`src/rtl/voq_match_if.sv`:
```
// Scheduler-side bundle between the VOQ occupancy tracker (master) and the
// round-robin matching scheduler (slave).
interface voq_match_if #(
  parameter int N_PORTS = 4
);
  localparam int PORT_W = $clog2(N_PORTS);

  // Handshake: start is a request that is accepted only on a rising edge where
  // busy is low; it is never queued. done pulses for one cycle when match_*
  // and egress_taken are final, and they hold until the next accepted start.
  logic                         start;
  logic [N_PORTS*N_PORTS-1:0]   voq_empty;
  logic                         busy;
  logic                         done;
  logic [N_PORTS-1:0]           match_valid;
  logic [N_PORTS*PORT_W-1:0]    match_egress;
  logic [N_PORTS-1:0]           egress_taken;

  modport master (
    output start, voq_empty,
    input  busy, done, match_valid, match_egress, egress_taken
  );

  modport slave (
    input  start, voq_empty,
    output busy, done, match_valid, match_egress, egress_taken
  );
endinterface

```
`src/rtl/voq_match_scheduler.sv`:
```
// Multi-cycle round-robin crossbar scheduler: visits one ingress per cycle and
// grants it the first free, non-empty egress from its own rotating pointer.
module voq_match_scheduler #(
  parameter int N_PORTS = 4
) (
  input  logic                          clk,
  input  logic                          rst_n,
  voq_match_if.slave                    bus,
  output logic [1:0]                    dbg_state,
  output logic [$clog2(N_PORTS)-1:0]    dbg_iptr,
  output logic [N_PORTS*$clog2(N_PORTS)-1:0] dbg_vptr
);
  localparam int PORT_W = $clog2(N_PORTS);
  localparam logic [PORT_W-1:0] ONE    = PORT_W'(1);
  localparam logic [PORT_W-1:0] K_LAST = PORT_W'(N_PORTS - 1);

  typedef enum logic [1:0] {
    IDLE = 2'd0,
    SCAN = 2'd1,
    DONE = 2'd2
  } state_t;

  state_t state, next_state;

  logic [N_PORTS-1:0][N_PORTS-1:0] snap;
  logic [N_PORTS-1:0][PORT_W-1:0]  vptr;
  logic [N_PORTS-1:0][PORT_W-1:0]  match_egress_q;
  logic [N_PORTS-1:0]              match_valid_q;
  logic [N_PORTS-1:0]              taken_q;
  logic [PORT_W-1:0]               iptr;
  logic [PORT_W-1:0]               k;

  logic [PORT_W-1:0] cur;
  logic [PORT_W-1:0] cand;
  logic              hit;
  logic [PORT_W-1:0] hit_j;
  logic              busy_c;
  logic              done_c;

  always_ff @(posedge clk or negedge rst_n) begin
    if (!rst_n) state <= IDLE;
    else        state <= next_state;
  end

  // Search runs from the farthest candidate down so the nearest one (m=0) wins.
  always_comb begin
    next_state = state;
    busy_c     = 1'b0;
    done_c     = 1'b0;
    hit        = 1'b0;
    hit_j      = '0;
    cand       = '0;
    cur        = iptr + k;
    for (int m = N_PORTS - 1; m >= 0; m--) begin
      cand = vptr[cur] + PORT_W'(m);
      if (!snap[cur][cand] && !taken_q[cand]) begin
        hit   = 1'b1;
        hit_j = cand;
      end
    end
    case (state)
      IDLE: begin
        if (bus.start) next_state = SCAN;
      end
      SCAN: begin
        busy_c = 1'b1;
        if (k == K_LAST) next_state = DONE;
      end
      DONE: begin
        busy_c     = 1'b1;
        done_c     = 1'b1;
        next_state = IDLE;
      end
      default: next_state = IDLE;
    endcase
  end

  always_ff @(posedge clk or negedge rst_n) begin
    if (!rst_n) begin
      snap           <= '0;
      vptr           <= '0;
      match_egress_q <= '0;
      match_valid_q  <= '0;
      taken_q        <= '0;
      iptr           <= '0;
      k              <= '0;
    end else begin
      case (state)
        IDLE: begin
          if (bus.start) begin
            snap           <= bus.voq_empty;
            match_valid_q  <= '0;
            match_egress_q <= '0;
            taken_q        <= '0;
            k              <= '0;
          end
        end
        SCAN: begin
          if (hit) begin
            match_valid_q[cur]  <= 1'b1;
            match_egress_q[cur] <= hit_j;
            taken_q[hit_j]      <= 1'b1;
            vptr[cur]           <= hit_j + ONE;
          end
          k <= k + ONE;
        end
        DONE: begin
          iptr <= iptr + ONE;
        end
        default: ;
      endcase
    end
  end

  assign bus.busy         = busy_c;
  assign bus.done         = done_c;
  assign bus.match_valid  = match_valid_q;
  assign bus.match_egress = match_egress_q;
  assign bus.egress_taken = taken_q;

  assign dbg_state = state;
  assign dbg_iptr  = iptr;
  assign dbg_vptr  = vptr;
endmodule
```
`src/flat_wrapper.sv`:
```
// flat-port wrapper written by rule: the top's interface ports become plain ports
module voq_match_scheduler_flat 
#(
  parameter int N_PORTS = 4
)
  (clk, rst_n, dbg_state, dbg_iptr, dbg_vptr, bus_start, bus_voq_empty, bus_busy, bus_done, bus_match_valid, bus_match_egress, bus_egress_taken);
  voq_match_if #(.N_PORTS(N_PORTS)) bus_i ();
  input  logic clk;
  input  logic rst_n;
  output logic [1:0] dbg_state;
  output logic [$clog2(N_PORTS)-1:0] dbg_iptr;
  output logic [N_PORTS*$clog2(N_PORTS)-1:0] dbg_vptr;
  input wire logic [$bits(bus_i.start)-1:0] bus_start;
  input wire logic [$bits(bus_i.voq_empty)-1:0] bus_voq_empty;
  output wire logic [$bits(bus_i.busy)-1:0] bus_busy;
  output wire logic [$bits(bus_i.done)-1:0] bus_done;
  output wire logic [$bits(bus_i.match_valid)-1:0] bus_match_valid;
  output wire logic [$bits(bus_i.match_egress)-1:0] bus_match_egress;
  output wire logic [$bits(bus_i.egress_taken)-1:0] bus_egress_taken;
  assign bus_i.start = bus_start;
  assign bus_i.voq_empty = bus_voq_empty;
  assign bus_busy = bus_i.busy;
  assign bus_done = bus_i.done;
  assign bus_match_valid = bus_i.match_valid;
  assign bus_match_egress = bus_i.match_egress;
  assign bus_egress_taken = bus_i.egress_taken;
  voq_match_scheduler #(.N_PORTS(N_PORTS)) u_core (.clk(clk), .rst_n(rst_n), .bus(bus_i), .dbg_state(dbg_state), .dbg_iptr(dbg_iptr), .dbg_vptr(dbg_vptr));
endmodule
```
`config.mk`:
```
export PLATFORM = sky130hd
export DESIGN_NAME = voq_match_scheduler_flat
export DESIGN_NICKNAME = d
export VERILOG_FILES = /design/src/rtl/voq_match_if.sv /design/src/rtl/voq_match_scheduler.sv /design/src/flat_wrapper.sv
export SDC_FILE = /design/constraint.sdc
export NUM_CORES = 1
export LEC_CHECK = 0
export CAP_MARGIN = 10
export CORE_MARGIN = 2
export CORE_UTILIZATION = 43
export DETAILED_ROUTE_END_ITERATION = 6
export PLACE_DENSITY = 0.69
export SLEW_MARGIN = 20
export SYNTH_ARGS = -nofsm -noshare
export SYNTH_HDL_FRONTEND = slang
export SYNTH_SLANG_ARGS = --single-unit
export TNS_END_PERCENT = 100
```
`constraint.sdc`:
```
create_clock -name clk -period 6.18 [get_ports clk]
set_input_delay 0.618 -clock clk [delete_from_list [all_inputs] [get_ports clk]]
set_output_delay 0.618 -clock clk [all_outputs]
set_load 0.005 [all_outputs]
```
# Yosys cells after proc, flatten, opt, wreduce, memory -nomap -nowiden
# Index checks and enable logic that the tools add are counted.
# W data, S select, Z words.
[op_classes]
add_sub_neg = 7
n_lt_le_gt_ge = 8
n_eq_ne = 6
n_mux = 51
bitwise = 2
reduce_logical = 22
[op_table]
columns = ["cell", "n"]
rows = [
  ["$lt A2 B3 Y1 const B", 6],
  ["$mux W2", 9],
  ["$bmux W1 S2", 8],
  ["$bwmux W8", 2],
  ["$mux W1", 16],
  ["$mux W4", 4],
  ["$mux W8", 2],
  ["$pmux W4 S2", 2],
  ["$pmux W8 S2", 1],
  ["$add A2 B1 Y2 const B", 4],
  ["$bmux W4 S2", 1],
  ["$logic_not A1 Y1", 8],
  ["$or A4 B4 Y4", 2],
  ["$pmux W2 S2", 2],
  ["$reduce_and A2 Y1", 4],
  ["$logic_and A1 B1 Y1", 6],
  ["$add A2 B2 Y2 const B", 2],
  ["$bmux W2 S2", 1],
  ["$demux W1 S2", 2],
  ["$demux W2 S2", 1],
  ["$eq A2 B2 Y1 const B", 2],
  ["$ge A2 B1 Y1 const B", 2],
  ["$ne A2 B1 Y1 const B", 2],
  ["$reduce_and A3 Y1", 1],
  ["6 further kinds", 6],
]
[totals]
reg_bits = 46
input_bits = 19
output_inout_bits = 30
elab_cells = 113

# Logic depth before layout (Yosys ltp)
[depth]
word_depth = 19
mapped_depth = 10
mapped_depth_nobuf = 8

# Worst setup path before layout
# No wires, ideal clock.
[synth_path]
path_kind = "register -> register"
startpoint = "reg u_core.iptr[0], in the netlist u_core.dbg_iptr[0]"
endpoint = "reg u_core.vptr (netlist bit u_core.dbg_vptr[2])"
setup_ps = 125
arrival_time_ps = 2483
t_required_ps = 6055
slack_ps = 3572
path_stages_with_launch = 10
n_path_buf = 1
period_less_slack_ps = 2608
path_cell_list = "dfrtp_1 -> ha_1 -> xnor3_2 -> buf_6 -> mux2i_4 -> nor2_2 -> nor4_4 -> nor2_1 -> nand2_1 -> mux2_2"
[synth_via]
elab_chain_len = 14
elab_cells_between_ends = 52
cone_classes = "add/sub (5); order compare (2); mux (31); reduce/logical (14)"
[synth_lines]
columns = ["element", "line_no", "text"]
rows = [
  ["start, declared", "voq_match_scheduler.sv:30", "logic [PORT_W-1:0] iptr;"],
  ["start signal, assigned", "voq_match_scheduler.sv:108", "iptr <= iptr + ONE;"],
  ["$add A2 B2 Y2 (*)", "voq_match_scheduler.sv:53", "cur = iptr + k;"],
  ["$bmux W2 S2", "voq_match_scheduler.sv:55", "cand = vptr[cur] + PORT_W'(m);"],
  ["$mux W2 (implied by the code)", "voq_match_scheduler.sv:55", ""],
  ["$add A2 B2 Y2", "voq_match_scheduler.sv:55", ""],
  ["$bmux W1 S2", "voq_match_scheduler.sv:56", "if (!snap[cur][cand] && !taken_q[cand]) begin"],
  ["$mux W1 (implied by the code)", "voq_match_scheduler.sv:56", ""],
  ["$logic_not A1 Y1", "voq_match_scheduler.sv:56", ""],
  ["$logic_and A1 B1 Y1", "voq_match_scheduler.sv:56", ""],
  ["$mux W2 (4 in series)", "voq_match_scheduler.sv:56", ""],
  ["$add A2 B1 Y2", "voq_match_scheduler.sv:103", "vptr[cur] <= hit_j + ONE;"],
  ["$bwmux W8", "voq_match_scheduler.sv:103", ""],
  ["end signal, assigned by index", "voq_match_scheduler.sv:103", ""],
  ["end, declared", "voq_match_scheduler.sv:26", "logic [N_PORTS-1:0][PORT_W-1:0] vptr;"],
]
# Every way passes the cells marked *; elsewhere a longest branch is shown, timed or not. The select of a mux whose other input is x is not followed.
# A chain may end at the register's enable or synchronous reset.

# Worst setup path after layout
[layout_path]
startpoint = "reg u_core.iptr[0], in the netlist u_core.dbg_iptr[0]"
endpoint = "reg u_core.match_egress_q (netlist bit u_core.bus.match_egress[0])"
[layout_via]
elab_chain_len = 15
elab_cells_between_ends = 54
cone_classes = "add/sub (4); order compare (2); eq/ne (1); mux (33); reduce/logical (14)"
[layout_lines]
columns = ["element", "line_no", "text"]
rows = [
  ["$add A2 B2 Y2 (*)", "voq_match_scheduler.sv:53", ""],
  ["$bmux W2 S2", "voq_match_scheduler.sv:55", ""],
  ["$mux W2 (implied by the code)", "voq_match_scheduler.sv:55", ""],
  ["$add A2 B2 Y2", "voq_match_scheduler.sv:55", ""],
  ["$bmux W1 S2", "voq_match_scheduler.sv:56", ""],
  ["$mux W1 (implied by the code)", "voq_match_scheduler.sv:56", ""],
  ["$logic_not A1 Y1", "voq_match_scheduler.sv:56", ""],
  ["$logic_and A1 B1 Y1", "voq_match_scheduler.sv:56", ""],
  ["$mux W2 (4 in series)", "voq_match_scheduler.sv:56", ""],
  ["$bwmux W8", "voq_match_scheduler.sv:101", "match_egress_q[cur] <= hit_j;"],
  ["$mux W8", "voq_match_scheduler.sv:99", "if (hit) begin"],
  ["$pmux W8 S2", "voq_match_scheduler.sv:88", "case (state)"],
  ["end signal, assigned by index", "voq_match_scheduler.sv:101", ""],
  ["end, declared", "voq_match_scheduler.sv:27", "logic [N_PORTS-1:0][PORT_W-1:0] match_egress_q;"],
]
# Marked as above.

==> metrics.txt <==
via count=1715; placer congestion estimate=0.891; Initial Util=between 40 and 50%; fill count=between 400 and 500; die area=approximately 0.0062 mm2; worst hold path class=in -> async; Congestion Overflow GR=0; GRT Overall Usage=between 10% and 20%; crit path max-delay cell type=ha_1; wire per inst=approximately 15 um; minimum clock period=~3.2 ns; routed wire length=about 4.9 mm; CP most frequent cell=mux2i_1; clk slew on worst S/H paths=around 0.09 ns; IR drop worst, VDD=between 0.0002 and 0.0003 V; CP Class=reg -> reg; TritonCTS Buffers=5; Critical Path Fanout Max=17; Core ar.=roughly 0.0055 mm2; worst setup margin=2.98 ns; CP startpoint kind=flip-flop; Synth Flop Type=dfrtp_1; Final Setup Violations=0; RSZ-0062 raised after global routing=false; worst-margin pin slew=0.886 ns; Power Density=645 mW/mm2; CP Cell Sequence=ha_1 > mux2i_1 > mux2i_1 > nor2_1 > nor4_4 > a2111oi_1 > a21oi_1 > a31o_2; ANT cells=0; synth unique cells=44; crit-path max cell delay=approximately 0.8 ns; Post-CTS Resized=0; Clock Latency Late Sink=approximately 0.30 ns; hold_buf cts=0; largest net degree at the start of global routing=47; Final Max Tran Viols=0; post-synth top area share=a little under half; CTS H-tree lvls=2; Final ANT Viol Nets=0; CTS sink count=46; hpwl dp=around 3.5 mm; Residual DRC=0; I/O Buffers=48; relative slew slack=around 40%; Max Clk Rate=about 310 MHz; Final Power=1.95 mW; area taken by flip-flops and latches=~0.0012 mm2; vias per inst=about 5.3; syn avg cell area=11.6 um2; share of layout cells above drive strength 1=20.9%; Post-synth EDFFs=0; # IOs=a little under 50; vias in the first global route=1738; Post-Syn Nets=231; warnings from Yosys=0; Clock Skew=~0.012 ns; first-pass GRT wire length=8.41 mm; Pre-antenna DRT Iters=4; r2r setup slk=just under 3 ns; Seq/Total Area, Yosys=47.8%; Die Height=78.8 um; Crit. End Element=flip-flop; WP data arrival=~3.4 ns; Clock Tree Root=clkbuf_8; Final Hold Fails=0; cell accounting for the most synthesized area=dfrtp_1; Critical Path RT=6.38 ns; Yosys reg bits=46; pre-CTS WS=between 2 and 3 ns; die width=~79 um; Clock Tree Buf Depth=2; outcome=finished, final reports clean; mapped cell area=between 0.002 and 0.0025 mm2; Max Cap Viol=0; setup TNS=0 ns; antenna violations before repair=0; synth top area cells=dfrtp_1 48%, mux2_2 12%, mux2i_1 5.8%; area grow syn2layout=25.8%; Tcrit/Tclk final=approximately half; initial drt markers=between 90 and 100; ys async rst share=between 90% and 100%; multi-input logic area=roughly 0.0012 mm2; Final #Nets=~280; post-CTS setup buffer count=0; leakage power=1.29 nW; Mapped Cells=between 200 and 250; CTS tree=yes; # rows=27
kinds of logic (layout without fill, tap and decap cells):
group / Yosys count / after routing / share of synthesized area [%]
buffers and inverters: 15 / 61 / 3.01
multiplexers: 41 / 41 / 19.5
XOR/XNOR: 5 / 5 / 2.44
adder cells (fa/ha/maj): 5 / 5 / 2.60
flip-flops: 46 / 46 / 47.8
AND/OR/NAND/NOR: 51 / 51 / 11.1
AO/OA/AOI/OAI: 44 / 44 / 13.5
sequential cells by signal, summed over array words and instances, names as in the netlist:
name,flops
u_core.dbg_vptr,8
u_core.snap,16
u_core.bus.match_valid,4
u_core.dbg_iptr,2
u_core.dbg_state,2
u_core.bus.egress_taken,4
u_core.k,2
u_core.bus.match_egress,8
area by class of cell:
cell class                      instances  area share, %
Multi-Input combinational cell        146           39.1
Sequential cell                        46           38.0
Timing Repair Buffer                   48           15.8
Tap cell                               72           2.98
Clock buffer                            7           2.52
Clock inverter                          1          0.992
Inverter                                5          0.620
synth_stat cells, types with 3 or more instances:
cell type	n
a21oi_1	7
a31o_2	6
clkbuf_1	5
dfrtp_1	46
ha_1	5
inv_1	5
mux2_2	25
mux2i_1	14
nand2_1	25
nor2_1	5
nor2_2	3
nor3_1	3
o21a_1	5
o21ai_0	9
xnor2_1	3
critical path: cells and delay by family, from the launching register on:
kind / cells / cell delay [ns]
AO/OA/AOI/OAI: 3 / 0.93
adder cells (fa/ha/maj): 1 / 0.82
flip-flops: 1 / 0.43
multiplexers: 2 / 0.40
AND/OR/NAND/NOR: 2 / 0.49
layout by cell type, fill, tap and decap left out, types with 3 or more instances in the layout:
cell type	synthesis	layout
a31o_2	6	6
dfrtp_1	46	46
nand2_1	25	25
nor2_1	5	5
nor3_1	3	3
o21a_1	5	5
mux2_2	25	25
mux2i_1	14	14
ha_1	5	5
a21oi_1	7	7
clkdlybuf4s50_1	0	47
inv_1	5	5
o21ai_0	9	9
nor2_2	3	3
clkbuf_8	0	5
xnor2_1	3	3
power by group:
| group | internal, mW | total (mW) | switching, mW |
|---|---|---|---|
| registers | 0.438 | 0.536 | 0.0984 |
| clock network | 0.121 | 0.221 | 0.0995 |
| logic | 0.577 | 1.20 | 0.620 |
| total | 1.14 | 1.95 | 0.818 |
final timing paths:
| kind | cells after the start | startpoint | endpoint |
|---|---|---|---|
| max | 8 | u_core.dbg_iptr[0] | u_core.bus.match_egress[0] |
| min | 1 | rst_n | u_core.dbg_state[0] |
| max reg2reg | 8 | u_core.dbg_iptr[0] | u_core.bus.match_egress[0] |
| min reg2reg | 1 | u_core.bus.match_valid[1] | u_core.bus.match_valid[1] |
| max in group asynchronous | 1 | rst_n | u_core.snap[14] |
| min in group clk | 1 | u_core.bus.match_valid[1] | u_core.bus.match_valid[1] |
metal layers:
layer,wire length [um],up-vias,track usage (%)
li1,-,835,-
met1,2290,827,24.1
met2,2320,51,26.5
met3,289,2,4.55
met4,10,0,3.79
met5,0,-,0
per-stage QoR:
stage	std cells	hold slack, ns	instance area (um2)	utilization, %
CTS	325	0.502	3030	55.3
global placement	317	0.474	2920	53.3
detailed placement	317	0.483	2920	53.3
global route	325	0.349	3030	55.3
finish	325	0.313	3030	55.3
floorplan	207	0.322	2410	-
Note: power is estimated with default switching activity, not from simulation.
